## src/rtl/tt_tile_bist.sv

```systemverilog
// rtl/tt_tile_bist.sv - LFSR-stimulus / MISR-compaction built-in self-test engine for a tile
//
// Purpose:
//   Drives pseudo-random vectors from a Galois LFSR onto a tile's input bus.
//   Holds each vector for SETTLE cycles, then folds the tile's response into a
//   Galois MISR. After N_VECTORS samples it reports the signature and pass/fail
//   against a golden value. The run is controlled by a start/done handshake.
//
// Ports:
//   clk        in   clock, rising edge
//   rst_n      in   asynchronous active-low reset
//   start      in   begin a run (honoured in IDLE and DONE)
//   abort      in   synchronous abort to IDLE (beats start and sampling)
//   expected   in   golden signature
//   dut_out    in   tile response (uo_out)
//   dut_in     out  tile stimulus (ui_in), registered
//   busy       out  run in progress
//   done       out  run complete, signature valid
//   pass       out  done and signature matches expected
//   signature  out  current MISR contents
//   vec_count  out  vectors sampled in this run

module tt_tile_bist #(
    parameter int               WIDTH     = 8,
    parameter int               N_VECTORS = 256,
    parameter int               SETTLE    = 1,
    parameter logic [WIDTH-1:0] POLY      = 8'h1D,
    parameter logic [WIDTH-1:0] SEED      = 8'h01,
    localparam int              CW        = $clog2(N_VECTORS + 1)
) (
    input  logic             clk,
    input  logic             rst_n,
    input  logic             start,
    input  logic             abort,
    input  logic [WIDTH-1:0] expected,
    input  logic [WIDTH-1:0] dut_out,
    output logic [WIDTH-1:0] dut_in,
    output logic             busy,
    output logic             done,
    output logic             pass,
    output logic [WIDTH-1:0] signature,
    output logic [CW-1:0]    vec_count
);

    localparam int SW = (SETTLE > 1) ? $clog2(SETTLE) : 1;

    // An all-zero LFSR would lock up, so a zero seed is promoted to 1.
    localparam logic [WIDTH-1:0] SEED_EFF =
        (SEED == '0) ? {{(WIDTH-1){1'b0}}, 1'b1} : SEED;

    localparam logic [CW-1:0] LAST_VEC    = CW'(N_VECTORS - 1);
    localparam logic [SW-1:0] LAST_SETTLE = SW'(SETTLE - 1);

    typedef enum logic [1:0] {
        ST_IDLE = 2'd0,
        ST_RUN  = 2'd1,
        ST_DONE = 2'd2
    } state_t;

    state_t           state_q,     state_d;
    logic [WIDTH-1:0] dut_in_q,    dut_in_d;
    logic [WIDTH-1:0] lfsr_q,      lfsr_d;
    logic [WIDTH-1:0] misr_q,      misr_d;
    logic [CW-1:0]    vec_count_q, vec_count_d;
    logic [SW-1:0]    settle_q,    settle_d;

    // Shift left, fold the dropped MSB back through the taps.
    function automatic logic [WIDTH-1:0] galois(input logic [WIDTH-1:0] x);
        return {x[WIDTH-2:0], 1'b0} ^ (x[WIDTH-1] ? POLY : '0);
    endfunction

    always_ff @(posedge clk or negedge rst_n) begin
        if (!rst_n) begin
            state_q     <= ST_IDLE;
            dut_in_q    <= '0;
            lfsr_q      <= SEED_EFF;
            misr_q      <= '0;
            vec_count_q <= '0;
            settle_q    <= '0;
        end else begin
            state_q     <= state_d;
            dut_in_q    <= dut_in_d;
            lfsr_q      <= lfsr_d;
            misr_q      <= misr_d;
            vec_count_q <= vec_count_d;
            settle_q    <= settle_d;
        end
    end

    always_comb begin
        state_d     = state_q;
        dut_in_d    = dut_in_q;
        lfsr_d      = lfsr_q;
        misr_d      = misr_q;
        vec_count_d = vec_count_q;
        settle_d    = settle_q;

        case (state_q)
            ST_IDLE, ST_DONE: begin
                if (abort) begin
                    // lfsr, misr and vec_count are left alone for debug.
                    state_d  = ST_IDLE;
                    dut_in_d = '0;
                    settle_d = '0;
                end else if (start) begin
                    state_d     = ST_RUN;
                    lfsr_d      = SEED_EFF;
                    misr_d      = '0;
                    vec_count_d = '0;
                    settle_d    = '0;
                    dut_in_d    = SEED_EFF;
                end
            end

            ST_RUN: begin
                if (abort) begin
                    state_d  = ST_IDLE;
                    dut_in_d = '0;
                    settle_d = '0;
                end else if (settle_q == LAST_SETTLE) begin
                    // Sample edge: compact the response and advance to the next
                    // vector on the same edge.
                    misr_d      = galois(misr_q) ^ dut_out;
                    lfsr_d      = galois(lfsr_q);
                    vec_count_d = vec_count_q + CW'(1);
                    settle_d    = '0;
                    if (vec_count_q == LAST_VEC) begin
                        state_d  = ST_DONE;
                        dut_in_d = '0;
                    end else begin
                        dut_in_d = galois(lfsr_q);
                    end
                end else begin
                    settle_d = settle_q + SW'(1);
                end
            end

            default: begin
                state_d  = ST_IDLE;
                dut_in_d = '0;
                settle_d = '0;
            end
        endcase
    end

    assign dut_in    = dut_in_q;
    assign busy      = (state_q == ST_RUN);
    assign done      = (state_q == ST_DONE);
    assign pass      = (state_q == ST_DONE) && (misr_q == expected);
    assign signature = misr_q;
    assign vec_count = vec_count_q;

endmodule

```

## config.mk

```make
export PLATFORM = sky130hd
export DESIGN_NAME = tt_tile_bist
export DESIGN_NICKNAME = d
export VERILOG_FILES = /design/src/rtl/tt_tile_bist.sv
export SDC_FILE = /design/constraint.sdc
export NUM_CORES = 1
export LEC_CHECK = 0
export CAP_MARGIN = 10
export CORE_MARGIN = 3
export CORE_UTILIZATION = 45
export DETAILED_ROUTE_END_ITERATION = 12
export GPL_TIMING_DRIVEN = 0
export PLACE_DENSITY = 0.74
export SYNTH_ARGS = -nofsm -noshare
export SYNTH_HDL_FRONTEND = slang
export SYNTH_SLANG_ARGS = --single-unit
```

## constraint.sdc

```tcl
create_clock -name clk -period 2.6 [get_ports clk]
set_input_delay 0.65 -clock clk [delete_from_list [all_inputs] [get_ports clk]]
set_output_delay 0.65 -clock clk [all_outputs]
set_load 0.005 [all_outputs]
```

==> results.md <==
* Status: finished clean
* Design area at 2200 um2
* Antenna violations before repair at 0
* Yosys warning total at 0
* Placed cell count at 237
* Sequential element share of the synthesized area at 53.4%
* Overall routing resource usage at 19.2%
* RR Startpoint: state_q[1]$_DFFE_PN0P_
* Routability Congestion at 0.780
* H-tree Lvls at 2
* Synthesized area per cell at 11.3 um2
* Drt drc at 0
* Most common cell in the netlist: dfrtp_1
* Vias per cell at 5.37
* Die height at 66.4 um
* Placeable Area at 3420 um2
* First-pass DRT Iterations at 4
* RSZ-0062 raised after global routing: false
* Crit path from: expected[5]
* CTS clk-pin slew, worst paths at 0.11 ns
* Fin cells at 245
* Synth cell types at 35
* CP endpoint kind: output port
* Largest net degree at the start of global routing at 36
* CP Launch Type: primary input
* Die area at 4410 um2
* Pleak at 0.962 nW
* Starting Density at 48.1%
* Rows at 21
* Final min period at 2.49 ns
* # IOs at 48
* Worst vdd rail ir drop at 0.518 mV
* Endpoints failing setup at 0
* Worst-case setup margin in the final layout at 0.108 ns
* 1st-iter DRT viols at 78
* Ranking of synthesized cells by area: dfrtp_1 (52%), xnor2_1 (8.5%), a22o_1 (8.0%)
* Class of the worst hold path: primary input to async pin
* Max-slew headroom at 37.2%
* Final core utilization at 64.5%
* Final Slew Violations at 0
* MaxCap Viol Count at 0
* Most instantiated cells after synthesis: dfrtp_1 (34), xnor2_1 (16), a22o_1 (15)
* Final wirelength at 3730 um
* Worst Skew at 0.00511 ns
* WS Path Type: primary input to output port
* Worst-Margin Slew at 0.940 ns
* Share of the synthesized area in the top cell type at 51.8%
* CP Data Arrival Time at 1.84 ns
* Fmax achieved at 401 MHz
* Syn nets at 167
* Flops & latches, synth at 35
* Share of layout cells above drive strength 1 at 8.54%
* Cell Area, Synth at 1640 um2
* Tcrit/Tclk final at 95.8%
* PD cells at 650 nW/um2
* Antenna cells at 0
* Fin. Hold Viols at 0
* Via count of the routed design at 1316
* Crit-path max FO at 1
* Clk Latency, worst-skew pair at 0.34 ns
* Grt ovf at 0
* First-pass GRT wire length at 6450 um
* Post-synth EDFFs at 0
* Post-synth top flop: dfrtp_1
* ANT nets after route at 0
* Vias in the first global route at 1350
* CTS Sinks at 35
* Hold-fix buffers, CTS at 0
* Post-DP Area at 2150 um2
* TritonCTS clock tree: yes
* Post-CTS Setup Inserts at 0
* Crit path required time at 1.95 ns
* Nets at 220
* WL/cell at 15.2 um
* Yosys top cell by area: dfrtp_1
* Synth Instances at 145
* Overall power at 0.00143 W
* PortBufs at 46
* Num CTS Buffers at 5
* Worst slack at placement at -0.250 ns
* CTS root buf: clkbuf_4
* Longest Clk Path Bufs at 2
* Hpwl dp at 2650 um
* Die W at 66.4 um
* Ys async rst share at 100%
* Area growth, synth to finish at 34.3%
==> timing repair <==
item,4_1_cts,5_1_grt
setup endpoints to repair,1,1
hold endpoints to repair,0,0
pin swaps,5,1
gates resized for setup,7,0
==> placed cells by master, fill, tap and decap left out, types with 2 or more instances in the layout <==
master and count:
clkbuf_4 5, buf_6 2, or2_2 2, ha_1 2, dfrtp_1 34, a21oi_1 5, a22o_1 15, nor2_1 5
o22a_1 2, nand2_1 11, o21ai_0 7, buf_2 2, dlygate4sd2_1 4, o31ai_1 4, xnor2_1 16, clkbuf_1 4
a211oi_1 2, nand3_1 3, nand4_1 2, nor2b_1 2, nand2b_1 2, inv_1 2, clkdlybuf4s50_1 40, xor2_1 9
==> path summary, 6_finish.rpt <==
check / endpoint / slack (ns) / depth (start not counted)
max in group asynchronous: lfsr_q[3]$_DFFE_PN0P_ / 1.74 / 1
worst min register to register: state_q[1]$_DFFE_PN0P_ / 0.52 / 1
worst min-delay path: signature[7]$_DFFE_PN0P_ / 0.38 / 1
min in group clk: state_q[1]$_DFFE_PN0P_ / 0.52 / 1
worst max register to register: dut_in[0]$_DFFE_PN0P_ / 0.90 / 5
worst max-delay path: pass / 0.11 / 5
==> worst max-delay path, cell delays in order <==
cell and delay, ns:
clkdlybuf4s50_1 0.42, xor2_1 0.15, nor4_1 0.25, and3_1 0.18
clkdlybuf4s15_2 0.19
==> report_power, final <==
group / switching, W / internal (W) / total [W]
Combinational: 0.000176 / 0.000257 / 0.000433
Sequential: 0.0000910 / 0.000625 / 0.000716
Clock: 0.000179 / 0.000104 / 0.000283
==> final cells by class <==
type                    count  area (um2)
repair buffers             46         452
flip-flops and latches     35         877
inverters                   2        7.51
multi-input cells         101         714
clock buffers               6        41.3
plain buffers               7        42.5
well taps                  46        57.6
clock inverters             2        12.5
fillers                   292        1210
==> kinds of logic after synthesis <==
logic type / Yosys count / share of synthesized area (%)
fa+ha+maj: 2 / 1.52
buf+inv: 9 / 3.05
flops: 35 / 53.4
simple gates: 35 / 11.2
xor+xnor: 25 / 13.3
compound gates: 39 / 17.5
==> layer usage <==
metal	share of wire, %	vias up	track usage, %
met2	46	50	29.9
met4	1.0	0	5.84
met3	7.4	4	5.27
met5	0	-	0
met1	45	631	26.0
li1	-	631	-
==> flip-flops by register name, summed over array words and instances, names as in the netlist <==
signal / cells
signature: 8
lfsr_q: 8
state_q: 2
vec_count: 9
dut_in: 8
==> stage by stage <==
stage               setup TNS, ns  hold slack (ns)
floorplan                       0            0.354
global placement           -0.238            0.483
detailed placement         -0.250            0.493
CTS                             0            0.387
global route                    0            0.415
finish                          0            0.382
(Power assumes the default switching activity.)
